$ cat src/rtl/bpred_pkg.sv
// Shared types and helpers for the two-level branch predictor.
// Holds the elaboration-time log2, the weakly-not-taken counter init value
// and the BTB entry layout used when BRANCH_PRED_BTB_EN is defined.
package bpred_pkg;

  // Upper bound for the BTB tag/target fields; ADDR_W must stay below this.
  localparam int BTB_FIELD_W = 32;

  // Ceiling log2, usable in localparam expressions.
  function automatic int clog2(input int value);
    int res;
    int rem;
    res = 0;
    rem = value - 1;
    while (rem > 0) begin
      res = res + 1;
      rem = rem >> 1;
    end
    return res;
  endfunction

  // Weakly-not-taken state: one below the taken threshold, 0 for 1-bit counters.
  function automatic int weak_not_taken(input int cnt_w);
    return (1 << (cnt_w - 1)) - 1;
  endfunction

  typedef struct packed {
    logic                   valid;
    logic [BTB_FIELD_W-1:0] tag;
    logic [BTB_FIELD_W-1:0] target;
  } btb_entry_t;

endpackage

$ cat src/rtl/branch_predictor_2lvl_sat_counter.sv
// Up/down saturating counter with a configurable reset value.
// One instance per pattern-history-table entry.
module sat_counter #(
  parameter int               CNT_W = 2,
  parameter logic [CNT_W-1:0] INIT  = '0
) (
  input  logic             clk,
  input  logic             rst,
  input  logic             en,
  input  logic             inc,
  output logic [CNT_W-1:0] cnt
);

  localparam logic [CNT_W-1:0] CNT_MAX = '1;

  // Step toward the resolved direction, pinning at both ends instead of wrapping.
  always_ff @(posedge clk) begin
    if (rst) begin
      cnt <= INIT;
    end else if (en) begin
      if (inc && (cnt != CNT_MAX)) begin
        cnt <= cnt + 1'b1;
      end else if (!inc && (cnt != '0)) begin
        cnt <= cnt - 1'b1;
      end
    end
  end

endmodule

$ cat src/rtl/branch_predictor_2lvl.sv
// Two-level branch predictor: saturating-counter PHT indexed by PC, optionally
// XOR-hashed with a non-speculative global history register (GHR_W > 0).
// Lookup is combinational on the fetch PC; training happens on the clock edge
// where execute reports a resolved branch. No same-cycle bypass: a lookup that
// collides with an update sees the pre-update counter.
// Optional feature macro: BRANCH_PRED_BTB_EN adds a direct-mapped BTB
// (PC-indexed, never history-hashed) that supplies pred_hit/pred_target.
// Requires ADDR_W > log2(ENTRIES) and ADDR_W < 32.
module branch_predictor_2lvl
  import bpred_pkg::*;
#(
  parameter int ADDR_W  = 10,
  parameter int ENTRIES = 64,
  parameter int CNT_W   = 2,
  parameter int GHR_W   = 0,
  parameter int STAT_W  = 16
) (
  input  logic                                 clk,
  input  logic                                 rst,
  input  logic [ADDR_W-1:0]                    lookup_pc,
  output logic                                 pred_taken,
  output logic                                 pred_hit,
  output logic [ADDR_W-1:0]                    pred_target,
  input  logic                                 upd_valid,
  input  logic [ADDR_W-1:0]                    upd_pc,
  input  logic                                 upd_taken,
  input  logic [ADDR_W-1:0]                    upd_target,
  input  logic                                 upd_mispredict,
  output logic [((GHR_W > 0) ? GHR_W : 1)-1:0] ghr_out,
  output logic [STAT_W-1:0]                    mispredict_cnt
);

  localparam int               IDX_W    = clog2(ENTRIES);
  localparam logic [CNT_W-1:0] PHT_INIT = CNT_W'(weak_not_taken(CNT_W));

  logic [IDX_W-1:0] ghr_hash;
  logic [IDX_W-1:0] lookup_idx;
  logic [IDX_W-1:0] upd_idx;
  logic [CNT_W-1:0] pht_cnt [ENTRIES];
  logic [CNT_W-1:0] lookup_cnt;
  logic             unused_bits;

  generate
    if (GHR_W > 0) begin : g_ghr
      logic [GHR_W-1:0] ghr;

      // Shift each resolved outcome in at the LSB; history moves only on resolve.
      always_ff @(posedge clk) begin
        if (rst) begin
          ghr <= '0;
        end else if (upd_valid) begin
          ghr <= GHR_W'({ghr, upd_taken});
        end
      end

      assign ghr_hash = IDX_W'(ghr);
      assign ghr_out  = ghr;
    end else begin : g_no_ghr
      assign ghr_hash = '0;
      assign ghr_out  = 1'b0;
    end
  endgenerate

  // Both ports hash with the same pre-edge history value.
  assign lookup_idx = lookup_pc[IDX_W-1:0] ^ ghr_hash;
  assign upd_idx    = upd_pc[IDX_W-1:0] ^ ghr_hash;

  generate
    for (genvar e = 0; e < ENTRIES; e++) begin : g_pht
      sat_counter #(
        .CNT_W (CNT_W),
        .INIT  (PHT_INIT)
      ) u_cnt (
        .clk (clk),
        .rst (rst),
        .en  (upd_valid && (upd_idx == IDX_W'(e))),
        .inc (upd_taken),
        .cnt (pht_cnt[e])
      );
    end
  endgenerate

  assign lookup_cnt = pht_cnt[lookup_idx];
  assign pred_taken = lookup_cnt[CNT_W-1] & pred_hit;

  // Performance counter: count resolved mispredicts, stick at all-ones.
  always_ff @(posedge clk) begin
    if (rst) begin
      mispredict_cnt <= '0;
    end else if (upd_valid && upd_mispredict && (mispredict_cnt != '1)) begin
      mispredict_cnt <= mispredict_cnt + 1'b1;
    end
  end

`ifdef BRANCH_PRED_BTB_EN
  localparam int TAG_W = ADDR_W - IDX_W;

  logic [ENTRIES-1:0] btb_valid;
  logic [TAG_W-1:0]   btb_tag [ENTRIES];
  logic [ADDR_W-1:0]  btb_tgt [ENTRIES];
  logic [IDX_W-1:0]   btb_lidx;
  logic [IDX_W-1:0]   btb_uidx;
  btb_entry_t         btb_rd;

  assign btb_lidx = lookup_pc[IDX_W-1:0];
  assign btb_uidx = upd_pc[IDX_W-1:0];

  // Taken branches allocate their slot; only the valid bits need clearing on reset.
  always_ff @(posedge clk) begin
    if (rst) begin
      btb_valid <= '0;
    end else if (upd_valid && upd_taken) begin
      btb_valid[btb_uidx] <= 1'b1;
    end
  end

  // Tag/target payload is qualified by the valid bits, so it carries no reset.
  always_ff @(posedge clk) begin
    if (upd_valid && upd_taken) begin
      btb_tag[btb_uidx] <= upd_pc[ADDR_W-1:IDX_W];
      btb_tgt[btb_uidx] <= upd_target;
    end
  end

  // Present the selected slot as one entry record.
  always_comb begin
    btb_rd        = '0;
    btb_rd.valid  = btb_valid[btb_lidx];
    btb_rd.tag    = BTB_FIELD_W'(btb_tag[btb_lidx]);
    btb_rd.target = BTB_FIELD_W'(btb_tgt[btb_lidx]);
  end

  assign pred_hit    = btb_rd.valid && (btb_rd.tag == BTB_FIELD_W'(lookup_pc[ADDR_W-1:IDX_W]));
  // Gate the payload so a miss (including straight after reset) reads as zero.
  assign pred_target = pred_hit ? ADDR_W'(btb_rd.target) : '0;
  assign unused_bits = ^{lookup_cnt, btb_rd.target[BTB_FIELD_W-1:ADDR_W]};
`else
  // Without a BTB every PC "hits"; the CPU decodes the target from the instruction.
  assign pred_hit    = 1'b1;
  assign pred_target = '0;
  assign unused_bits = ^{lookup_cnt, lookup_pc[ADDR_W-1:IDX_W], upd_pc[ADDR_W-1:IDX_W], upd_target};
`endif

endmodule

$ cat config.mk
export PLATFORM = sky130hd
export DESIGN_NAME = branch_predictor_2lvl
export DESIGN_NICKNAME = d
export VERILOG_FILES = /design/src/rtl/bpred_pkg.sv /design/src/rtl/branch_predictor_2lvl_sat_counter.sv /design/src/rtl/branch_predictor_2lvl.sv
export SDC_FILE = /design/constraint.sdc
export NUM_CORES = 1
export LEC_CHECK = 0
export ABC_AREA = 1
export BUFFER_PORTS_ARGS = -buffer_cell sky130_fd_sc_hd__buf_2
export CAP_MARGIN = 25
export CORE_ASPECT_RATIO = 1.75
export CORE_MARGIN = 5
export CORE_UTILIZATION = 30
export DETAILED_ROUTE_END_ITERATION = 8
export HOLD_SLACK_MARGIN = 0.12
export PLACE_DENSITY = 0.43
export SLEW_MARGIN = 20
export SYNTH_ARGS = -nofsm -noshare
export SYNTH_HDL_FRONTEND = slang
export SYNTH_SLANG_ARGS = --single-unit
$ cat constraint.sdc
create_clock -name clk -period 1.87 [get_ports clk]
set_clock_uncertainty 0.15 [all_clocks]
set_input_delay 0.187 -clock clk [delete_from_list [all_inputs] [get_ports clk]]
set_output_delay 0.187 -clock clk [all_outputs]
set_load 0.01 [all_outputs]
# Word-level counts from Yosys, hierarchy flattened
# Index checks and enable logic that the tools add are counted.
dict set report totals {
  wordCells 843
  input_bits 35
  ff_bits 144
  mem_bits_ro 0
  n_memories 0
  latchBits 0
  out_inout_bits 29
  mem_bits_rw 0
}
dict set report op_classes {
  add_sub_neg 129
  order_cmp 1
  n_mul 0
  shift 0
  bitwise_logic 1
  div_mod_pow 0
  eq_ne 128
  n_reduce_logical 388
  n_mux 131
}
# cell n
set op_table {}
lappend op_table {{$mux 2} 130}
lappend op_table {{$reduce_bool 2->1} 128}
lappend op_table {{$logic_and 1x1->1} 194}
lappend op_table {{$eq 6x6->1 const B} 32}
lappend op_table {{$add 2x1->2 const B} 64}
lappend op_table {{$ne 2x2->1 const B} 64}
lappend op_table {{$reduce_and 2->1} 64}
lappend op_table {{$sub 2x1->2 const B} 64}
lappend op_table {{$eq 6x5->1 const B} 16}
lappend op_table {{$eq 6x4->1 const B} 8}
lappend op_table {{$eq 6x3->1 const B} 4}
lappend op_table {{$add 16x1->16 const B} 1}
lappend op_table {{$ne 16x16->1 const B} 1}
lappend op_table {{$bmux 2 s6} 1}
lappend op_table {{$eq 6x2->1 const B} 2}
lappend op_table {{$ge 7x7->1 const B} 1}
lappend op_table {{$not 6->7} 1}
lappend op_table {{$eq 6x1->1 const B} 1}
lappend op_table {{$logic_not 6->1} 1}
lappend op_table {{$logic_not 1->1} 1}

# Logic depth before layout (Yosys ltp)
# Gate-level depths: netlist of the first run.
dict set report depth {
  ltp_word 4
  mapped_depth 11
  mapped_depth_nobuf 9
}

# Modules after synthesis
# Synthesis of the first run repeated with hierarchy kept, for this count alone.
dict set report unflattened {
  hier_cells 1558
  area_unflattened_um2 8703.3
}
# module cells_per_inst seq_area_each_um2 area_per_inst_um2 n_inst
set by_module_without_submodules {}
lappend by_module_without_submodules {sat_counter 18 40.0 102.6 64}
lappend by_module_without_submodules {branch_predictor_2lvl 406 320.3 2137.0 1}

# Least setup slack after synthesis of the first run
# Ideal clock, no wire load.
dict set report synth_timing {
  path_kind {reg-to-reg}
  from {register mispredict_cnt[0]}
  to {register mispredict_cnt[10]}
  setup_ns 0.132
  synth_period_minus_slack_ns 1.816
  arrival_ns 1.534
  path_stages_with_launch 10
  slack_ns 0.054
  required_time_ns 1.588
  n_path_buf 1
  path_cell_list {dfxtp_1 > ha_1 > nand3_1 > nor3_2 > nand3_1 > nand2_2 > inv_1 > buf_6 > nand2_1 > a21oi_1}
}
dict set report synth_between {
  elab_chain_len 2
  word_cells_on_any_way 3
  cone_classes {add/sub (1); eq/ne (1); reduce/logical (1)}
}
# item line
set synth_lines {}
lappend synth_lines {{start: declaration} branch_predictor_2lvl.sv:30} ;# output logic [STAT_W-1:0] mispredict_cnt
lappend synth_lines {{start signal: assignment} branch_predictor_2lvl.sv:91} ;# mispredict_cnt <= mispredict_cnt + 1'b1;
lappend synth_lines {{branches (longest 2 deep; another with $add 16x1->16)} n/a}
# Several ways; the timed one is not identified.
# A chain may end at the register's enable or synchronous reset.

# Worst setup path in the final report of the first run
dict set report layout_timing {
  from {register g_pht[28].u_cnt.cnt[1]}
  to {output pred_taken}
}
dict set report layout_between {
  elab_chain_len 3
}
# item line
set layout_lines {}
lappend layout_lines {{start: declaration} branch_predictor_2lvl_sat_counter.sv:11} ;# output logic [CNT_W-1:0] cnt
lappend layout_lines {{start signal: assignment} branch_predictor_2lvl_sat_counter.sv:22} ;# cnt <= cnt + 1'b1;
lappend layout_lines {{start signal: assignment} branch_predictor_2lvl_sat_counter.sv:24} ;# cnt <= cnt - 1'b1;
lappend layout_lines {{$bmux 2 s6} branch_predictor_2lvl.sv:83} ;# assign lookup_cnt = pht_cnt[lookup_idx];
lappend layout_lines {{$mux 2 (not written as such) (2 in series)} branch_predictor_2lvl.sv:83}
lappend layout_lines {{end: declaration} branch_predictor_2lvl.sv:21} ;# output logic pred_taken,
# No other way between the ends. The select of a mux whose other input is x is not followed.

==> metrics.md, run 1 <==
| Metric | Value |
|---|---|
| Outcome | `completed` |
| PD cells | `714.6 nW/um2` |
| Setup CP Type | `reg -> out` |
| Number of flops mapped to enable cells by yosys | `0` |
| Worst Path Arrival | `1.50 ns` |
| Clock Latency Late Sink | `0.44 ns` |
| Fmax | `0.5458 GHz` |
| Net Sw Power | `1.822 mW` |
| Port buffer count | `33` |
| Synthesis-to-layout area growth | `26.81%` |
| Synth Area per Inst | `6.823 um2` |
| I/O pins | `64` |
| Final WS setup | `about 0.038 ns` |
| GRT overflow | `0` |
| Final ANT Viol Nets | `0` |
| Hold_ws | `0.1437 ns` |
| Initial DRC Count | `360` |
| Post-route DRC | `0` |
| Number of global-route vias before repair | `about 7300` |
| Row count | `77` |
| Syn Inst Count | `1130` |
| Final hold violations | `0` |
| Finished layout cell area | `9777 um2` |
| Worst Reg-to-Reg Cells | `9` |
| NumNets Final | `1258` |
| Die Span Y | `~220 um` |
| Cell Area, Synth | `7710 um2` |
| Placed cell area | `approximately 8500 um2` |
| Final Power | `between 6 and 7 mW` |
| Proportion of layout cells with a drive suffix above 1 | `24.53%` |
| Core area | `25340 um2` |
| Peak supply drop | `0.6867 mV` |
| Combinational fraction of design power | `a little under a tenth` |
| Cell count after placement | `1473` |
| Max Fanout on Critical Path | `2` |
| Total GRT Usage | `16.10%` |
| CTS tree | `done` |
| Die area | `29130 um2` |
| Longest Clk Path Bufs | `2` |
| Non-filler cells, final | `1551` |
| Flop pwr share | `44.2%` |
| Routability congestion estimate | `between 0.8 and 0.9` |
| Synth top area cells | `dfxtp_1, a21oi_1, nand2_1` |
| Antenna cells | `0` |
| DR pass1 iterations | `5` |
| Unrepaired setup endpoints after global routing | `yes` |
| CTS sink cnt | `around 140` |
| Internal power | `5.165 mW` |
| Slew Limit Fails | `0` |
| Period utilization | `97.97%` |
| First-pass GRT wire length | `37.78 mm` |
| Utilization after layout | `38.59%` |
| Number of synthesis warnings | `0` |
| Crit. End Element | `output port` |
| Synth Register Bits | `roughly 140` |
| Vias/cell | `between 4 and 5` |
| Max-Cap Viols | `0` |
| Setup crit start kind | `flip-flop` |
| H-tree depth | `4` |
| Root Driver | `clkbuf_16` |
| Post-synthesis sequential area ratio | `a little under two fifths` |
| Dominant synthesized flop cell | `dfxtp_1` |
| Synth top area share | `37.39%` |
| Net Sw Frac | `26.07%` |
| WL/cell | `15.05 um` |
| Clock share of power | `46.4%` |
| # setup viols final | `0` |
| Initial Util | `30.43%` |
| TNS Setup | `0 ns` |
| DP HPWL | `16.40 mm` |
| Largest net degree at the start of global routing | `51` |
| WL final | `around 23 mm` |
| Period minus WS final | `1.832 ns` |
| Hold Crit Depth | `5` |
| Via count | `7669` |
| Hold/Removal Path Class | `in -> reg` |
| Async S/R FF share, synth | `0%` |
| Pre-CTS setup slack | `0.04794 ns` |
| Die width | `approximately 130 um` |
| CP required | `1.53 ns` |
| Initial antenna violation count | `0` |
| CTS buffer count | `17` |
| Leading area contributor after synthesis | `dfxtp_1` |
| Post-synthesis cell type count | `33` |
| Clock slew at reported path FFs | `0.06 ns` |
| Leak | `4.094 nW` |
layout make-up:
class | count | area, um2
fillers | 2731 | 15560
multi-input cells | 831 | 4402
flip-flops and latches | 144 | 2990
repair buffers | 131 | 1081
clock buffers | 25 | 475.5
well taps | 316 | 395.4
inverters | 97 | 372.9
clock inverters | 7 | 60.06
worst paths after layout:
| kind | from | to | slack (ns) |
|---|---|---|---|
| worst max register to register | mispredict_cnt[0] | mispredict_cnt[2] | 0.13 |
| worst min register to register | g_pht[42].u_cnt.cnt[0] | g_pht[42].u_cnt.cnt[0] | 0.32 |
| worst min-delay path | upd_valid | mispredict_cnt[12] | 0.14 |
| worst max-delay path | g_pht[28].u_cnt.cnt[1] | pred_taken | 0.04 |
sequential cells by signal, indices dropped and copies added (netlist names):
name             flops
mispredict_cnt      16
g_pht.u_cnt.cnt    128
kinds of logic (layout without fill, tap and decap cells):
logic type / Yosys count / after routing / share of synthesized area [%]
AND/OR/NAND/NOR: 478 / 478 / 28.50
adder cells (fa/ha/maj): 1 / 1 / 0.1623
XOR/XNOR: 9 / 9 / 1.022
AO/OA/AOI/OAI: 331 / 331 / 23.56
buffers and inverters: 165 / 260 / 9.266
flip-flops: 144 / 144 / 37.39
other: 2 / 12 / 0.09741
routing by layer:
| metal | share of wire, % | GRT usage [%] | up-vias |
|---|---|---|---|
| met1 | 43 | 18.12 | 3541 |
| met3 | 3.0 | 3.588 | 30 |
| li1 | - | - | 4003 |
| met5 | 0 | 0 | - |
| met2 | 52 | 29.24 | 95 |
| met4 | 2.3 | 6.074 | 0 |
cell usage after synthesis, drive strengths merged (3+ instances only):
| cell type | number |
|---|---|
| nand2 | 202 |
| a21oi | 199 |
| dfxtp | 144 |
| nor2 | 127 |
| nand3 | 100 |
| inv | 97 |
| o21ai | 68 |
| o31ai | 60 |
| buf | 37 |
| clkbuf | 31 |
| or3 | 27 |
| nor3 | 17 |
| xor2 | 6 |
| o211ai | 3 |
| xnor2 | 3 |
cell usage in the layout, fill, tap and decap left out, drive strengths merged, types with 2 or more instances in the layout:
cell,Yosys,routed
a21oi,199,199
buf,37,125
clkbuf,31,25
clkinv,0,7
conb,2,12
dfxtp,144,144
dlygate4sd3,0,6
inv,97,95
nand2,202,202
nand3,100,100
nand3b,2,2
nor2,127,127
nor3,17,17
o211ai,3,3
o21ai,68,68
o31ai,60,60
or3,27,27
xnor2,3,3
xor2,6,6
power groups by stage:
stage	combinational (mW)	sequential, mW	clock (mW)
after floorplan	0.390	3.17	0
after global placement	0.610	3.17	0
after detailed placement	0.611	3.17	0
after CTS	0.645	3.09	3.35
after global routing	0.723	3.09	3.49
final	0.657	3.09	3.24
critical path: stages (launching register included):
cell and delay (ns):
dfxtp_4 0.37, nand2_2 0.06, nand3_2 0.08, nand3_2 0.08, nand2_1 0.07, nand2_1 0.06, nand3_2 0.07, nand3_2 0.07
nand2_2 0.09, buf_6 0.10
what timing repair did:
action	CTS	global route
pin swaps	17	11
hold buffers	6	0
gates resized for setup	96	39
cloned	0	0
endpoints found under the hold margin	39	0
buffers inserted	31	9
endpoints found under the setup margin	1	37
(Power assumes the default switching activity.)
==> run 2, diff against run 1 <==
- CORE_MARGIN: 5 -> not set
==> metrics.md, run 2 (same netlist as run 1, synthesis figures left out) <==
| Metric | Value |
|---|---|
| Crit path cell chain | `nand2_1, nand3_1, nand3_2, nand2_1, nand2_1, nand3_2, nand3_2, nand2_2, buf_6` |
| Final WS setup | `0.01513 ns` |
| WL final | `23.48 mm` |
| Period utilization | `99.19%` |
| Critical Path Sink | `pred_taken` |
| Setup crit start kind | `flip-flop` |
| Unrepaired setup endpoints after global routing | `yes` |
| GRT overflow | `0` |
| Multi-input gate area | `approximately 4300 um2` |
| Routability congestion estimate | `0.7871` |
| HP Start | `upd_pc[0]` |
| Register-to-Register Setup Slack | `approximately 0.10 ns` |
| Clock slew at reported path FFs | `~0.06 ns` |
| Max-Cap Viols | `0` |
| Port buffer count | `33` |
| Number of global-route vias before repair | `7197` |
| Longest Clk Path Bufs | `2` |
| Crit. End Element | `output port` |
| Largest registers | `g_pht.u_cnt.cnt: 128 flops, mispredict_cnt: 16 flops` |
| Vias/cell | `4.960` |
| Leading cell type in the layout, fill and taps excluded | `a21oi_1` |
| Final hold violations | `0` |
| WL/cell | `~15 um` |
| Fmax | `0.5391 GHz` |
| Critical-path top delay cell | `dfxtp_2` |
| DP HPWL | `16.49 mm` |
| Period minus WS final | `1.855 ns` |
| Buf/Inv on CP | `1` |
| Worst Reg-to-Reg Cells | `9` |
| Initial DRC Count | `354` |
| Worst Path Arrival | `1.52 ns` |
| NumNets Final | `1264` |
| FILL cells | `~2700` |
| Die width | `123.2 um` |
| Slew Limit Fails | `0` |
| Root Driver | `clkbuf_16` |
| TNS Setup | `0 ns` |
| Initial Util | `about 31%` |
| Critical Path Start | `g_pht[7].u_cnt.cnt[1]` |
| Total GRT Usage | `a little under a fifth` |
| CP required | `around 1.5 ns` |
| Hold_ws | `about 0.15 ns` |
| Max reg flops | `128` |
| I/O pins | `64` |
| Delay-heaviest family, CP | `simple AND/OR/NAND/NOR gates` |
| CTS buffer count | `17` |
| Reg with most FFs | `g_pht.u_cnt.cnt` |
| Cell count after placement | `between 1000 and 1500` |
| Core area | `25240 um2` |
| Non-filler cells, final | `1557` |
| Outcome | `completed` |
| Leak | `4.128 nW` |
| Most frequent cells in the layout | `a21oi_1, nand2_1, nor2_1` |
| Row count | `77` |
| # setup viols final | `0` |
| Pre-CTS setup slack | `0.07125 ns` |
| CTS tree | `done` |
| Worst path depth | `9` |
| Peak supply drop | `0.6678 mV` |
| CP peak stage delay | `0.34 ns` |
| Die Span Y | `214.1 um` |
| PD cells | `735.8 nW/um2` |
| H-tree depth | `4` |
| Die area | `between 20000 and 30000 um2` |
| CTS sink cnt | `about 140` |
| Post-route DRC | `0` |
| Max Fanout on Critical Path | `3` |
| Clock Latency Late Sink | `0.45 ns` |
| Antenna cells | `0` |
| Synthesis-to-layout area growth | `27.36%` |
| Initial antenna violation count | `0` |
| Final ANT Viol Nets | `0` |
| Hold/Removal Path Class | `in -> reg` |
| Proportion of layout cells with a drive suffix above 1 | `24.01%` |
| RR Startpoint | `mispredict_cnt[0]` |
| Setup CP Type | `reg -> out` |
| Largest net degree at the start of global routing | `69` |
| First-pass GRT wire length | `37.21 mm` |
| DR pass1 iterations | `4` |
| FF/Latch Area | `3000 um2` |
| R2r endpoint | `mispredict_cnt[14]` |
| Via count | `approximately 7700` |
run 2: where the power goes:
group	internal (mW)	total (mW)	switching (mW)
sequential	3.06	3.08	0.0117
combinational	0.207	0.648	0.441
clock	2.09	3.50	1.41
total	5.36	7.23	1.86
run 2: repair_timing:
item | 4_1_cts | 5_1_grt
gates resized for setup | 82 | 40
buffers inserted | 30 | 13
gates cloned | 0 | 1
endpoints found under the setup margin | 1 | 22
hold buffers | 7 | 0
pin swaps | 17 | 12
endpoints found under the hold margin | 38 | 0
run 2: area by class of cell:
cell class / instances / area share, %
clock buffers: 22 / 4.931
multi-input cells: 831 / 44.11
flip-flops and latches: 144 / 30.56
clock inverters: 10 / 1.109
repair inverters: 1 / 0.07645
inverters: 97 / 3.733
well taps: 316 / 4.027
repair buffers: 136 / 11.46
run 2: worst min-delay path by stage:
| stage | end | depth (start not counted) |
|---|---|---|
| after global placement | g_pht[50].u_cnt.cnt[0] | 2 |
| after floorplan | g_pht[44].u_cnt.cnt[0] | 3 |
| final | g_pht[23].u_cnt.cnt[1] | 5 |
| after CTS | g_pht[7].u_cnt.cnt[1] | 5 |
| after detailed placement | g_pht[27].u_cnt.cnt[0] | 2 |
| after global routing | g_pht[7].u_cnt.cnt[1] | 5 |
run 2: metrics by stage:
stage | area (um2) | total power [mW] | utilization [%]
6_report | 9819 | 7.225 | 38.90
5_1_grt | 9819 | 7.522 | 38.90
4_1_cts | 9575 | 7.325 | 37.94
3_5_place_dp | 8511 | 3.774 | 33.72
3_3_place_gp | 8511 | 3.775 | 33.72
2_1_floorplan | 7747 | 3.557 | -
run 2: metal layers:
metal | up-vias | share of wire, % | GRT usage (%)
met5 | - | 0 | 0
met4 | 0 | 2.0 | 6.265
met3 | 24 | 2.9 | 3.989
met2 | 99 | 55 | 35.14
met1 | 3582 | 40 | 19.56
li1 | 4017 | - | -
run 2: tightest hold or removal path, delay by kind of cell:
family / cells / cell delay [ns]
compound gates: 1 / 0.06
simple gates: 3 / 0.31
buf+inv: 1 / 0.15
==> run 3, diff against run 2 <==
- BUFFER_PORTS_ARGS: -buffer_cell sky130_fd_sc_hd__buf_2 -> not set
- DONT_BUFFER_PORTS: not set -> 1
- PLACE_DENSITY: 0.43 -> 0.41
==> metrics.md, run 3 (same netlist as run 1, synthesis figures left out) <==
| Metric | Value |
|---|---|
| Outcome | `completed` |
| Worst Path Arrival | `2.00 ns` |
| Longest Clk Path Bufs | `2` |
| Utilization after layout | `43.58%` |
| H-tree depth | `4` |
| Total GRT Usage | `a little over a fifth` |
| PD cells | `633.3 nW/um2` |
| TNS Setup | `0 ns` |
| NumNets Final | `1369` |
| CTS buffer count | `17` |
| Leading cell type in the layout, fill and taps excluded | `a21oi_1` |
| Clock Latency Late Sink | `~0.44 ns` |
| I/O pins | `64` |
| Leak | `4.510 nW` |
| DP HPWL | `15.35 mm` |
| FILL cells | `2686` |
| Max Fanout on Critical Path | `6` |
| Initial Util | `30.54%` |
| Period minus WS final | `1.844 ns` |
| Max-Cap Viols | `0` |
| GRT overflow | `0` |
| Proportion of layout cells with a drive suffix above 1 | `13.83%` |
| Routability congestion estimate | `0.7680` |
| WL final | `27.05 mm` |
| Setup CP Type | `reg -> reg` |
| Largest net degree at the start of global routing | `117` |
| CTS tree | `done` |
| Final ANT Viol Nets | `0` |
| Final hold violations | `0` |
| Via count | `8378` |
| CP required | `2.03 ns` |
| Most frequent cells in the layout | `a21oi_1, dlygate4sd3_1, nand2_1` |
| Die area | `26370 um2` |
| DR pass1 iterations | `5` |
| Root Driver | `clkbuf_16` |
| Peak supply drop | `approximately 0.57 mV` |
| Unrepaired setup endpoints after global routing | `yes` |
| Clock slew at reported path FFs | `0.06 ns` |
| Initial antenna violation count | `0` |
| Pre-CTS setup slack | `0.08713 ns` |
| Synthesis-to-layout area growth | `42.68%` |
| CP peak stage delay | `0.35 ns` |
| Hold/Removal Path Class | `in -> reg` |
| Initial DRC Count | `338` |
| FF/Latch Area | `approximately 3000 um2` |
| Reg with most FFs | `g_pht.u_cnt.cnt` |
| Vias/cell | `5.044` |
| Die width | `approximately 120 um` |
| WL/cell | `16.28 um` |
| Multi-input gate area | `4342 um2` |
| # setup viols final | `0` |
| Antenna cells | `0` |
| Crit path cell chain | `ha_4, nand3_4, nor3_4, nand3_2, nand2_2, clkinvlp_4, buf_12, nand2_4, a21oi_2` |
| Largest registers | `g_pht.u_cnt.cnt: 128 flops, mispredict_cnt: 16 flops` |
| Number of global-route vias before repair | `8559` |
| CTS sink cnt | `around 140` |
| Slew Limit Fails | `0` |
| Max reg flops | `128` |
| Port buffer count | `0` |
| Period utilization | `approximately 100%` |
| Die Span Y | `214.1 um` |
| Crit. End Element | `flip-flop` |
| First-pass GRT wire length | `~43 mm` |
| Row count | `between 70 and 80` |
| Post-route DRC | `0` |
| Core area | `about 25000 um2` |
| Critical-path top delay cell | `dfxtp_2` |
| Setup crit start kind | `flip-flop` |
| Final WS setup | `0.02608 ns` |
| Fmax | `between 0.5 and 0.6 GHz` |
run 3: what timing repair did:
item,CTS,global route
gates cloned,0,1
setup endpoints to repair,1,11
hold buffers,193,0
setup buffers,5,5
pin swaps,1,7
gates resized for setup,34,47
endpoints found under the hold margin,144,0
run 3: final timing paths:
kind | from | endpoint | slack [ns] | cells after the start
max | mispredict_cnt[1] | mispredict_cnt[13] | 0.03 | 9
min | upd_pc[0] | g_pht[26].u_cnt.cnt[0] | 0.13 | 5
max reg2reg | mispredict_cnt[1] | mispredict_cnt[13] | 0.03 | 9
min reg2reg | g_pht[51].u_cnt.cnt[0] | g_pht[51].u_cnt.cnt[0] | 0.32 | 2
run 3: cell type report:
type	instances	share of cell area [%]
timing repair buffer	242	22.09
inverter	97	3.344
sequential	144	26.58
multi-input combinational	831	39.47
clock inverter	7	0.5459
tap	316	3.594
clock buffer	24	4.379
run 3: per-stage QoR:
stage               hold WS (ns)  power, mW  cells  area (um2)
global placement          0.1236      3.561   1427        8148
global route              0.1440      7.240   1661       11000
floorplan                 0.2771      3.557   1140        7747
CTS                       0.1204      7.041   1656       10790
finish                    0.1263      6.967   1661       11000
detailed placement        0.1272      3.560   1427        8148
run 3: worst max-delay path: cells and delay by family, from the launching register on:
kind                     cells  cell delay, ns
buffers and inverters        2            0.38
AO/OA/AOI/OAI                1            0.04
flip-flops                   1            0.35
AND/OR/NAND/NOR              5            0.62
adder cells (fa/ha/maj)      1            0.15
run 3: report_power, final:
part / switching (mW) / internal [mW]
logic: 0.374 / 0.247
clock network: 1.33 / 1.91
registers: 0.0140 / 3.09
total: 1.72 / 5.25
run 3: per-layer routing:
metal  up-vias  wire length (um)  track usage, %
li1       4215                 -               -
met1      3992             10450           21.43
met2       125             14610           40.45
met3        46              1038           5.027
met4         0               952           8.996
met5         -                 0               0
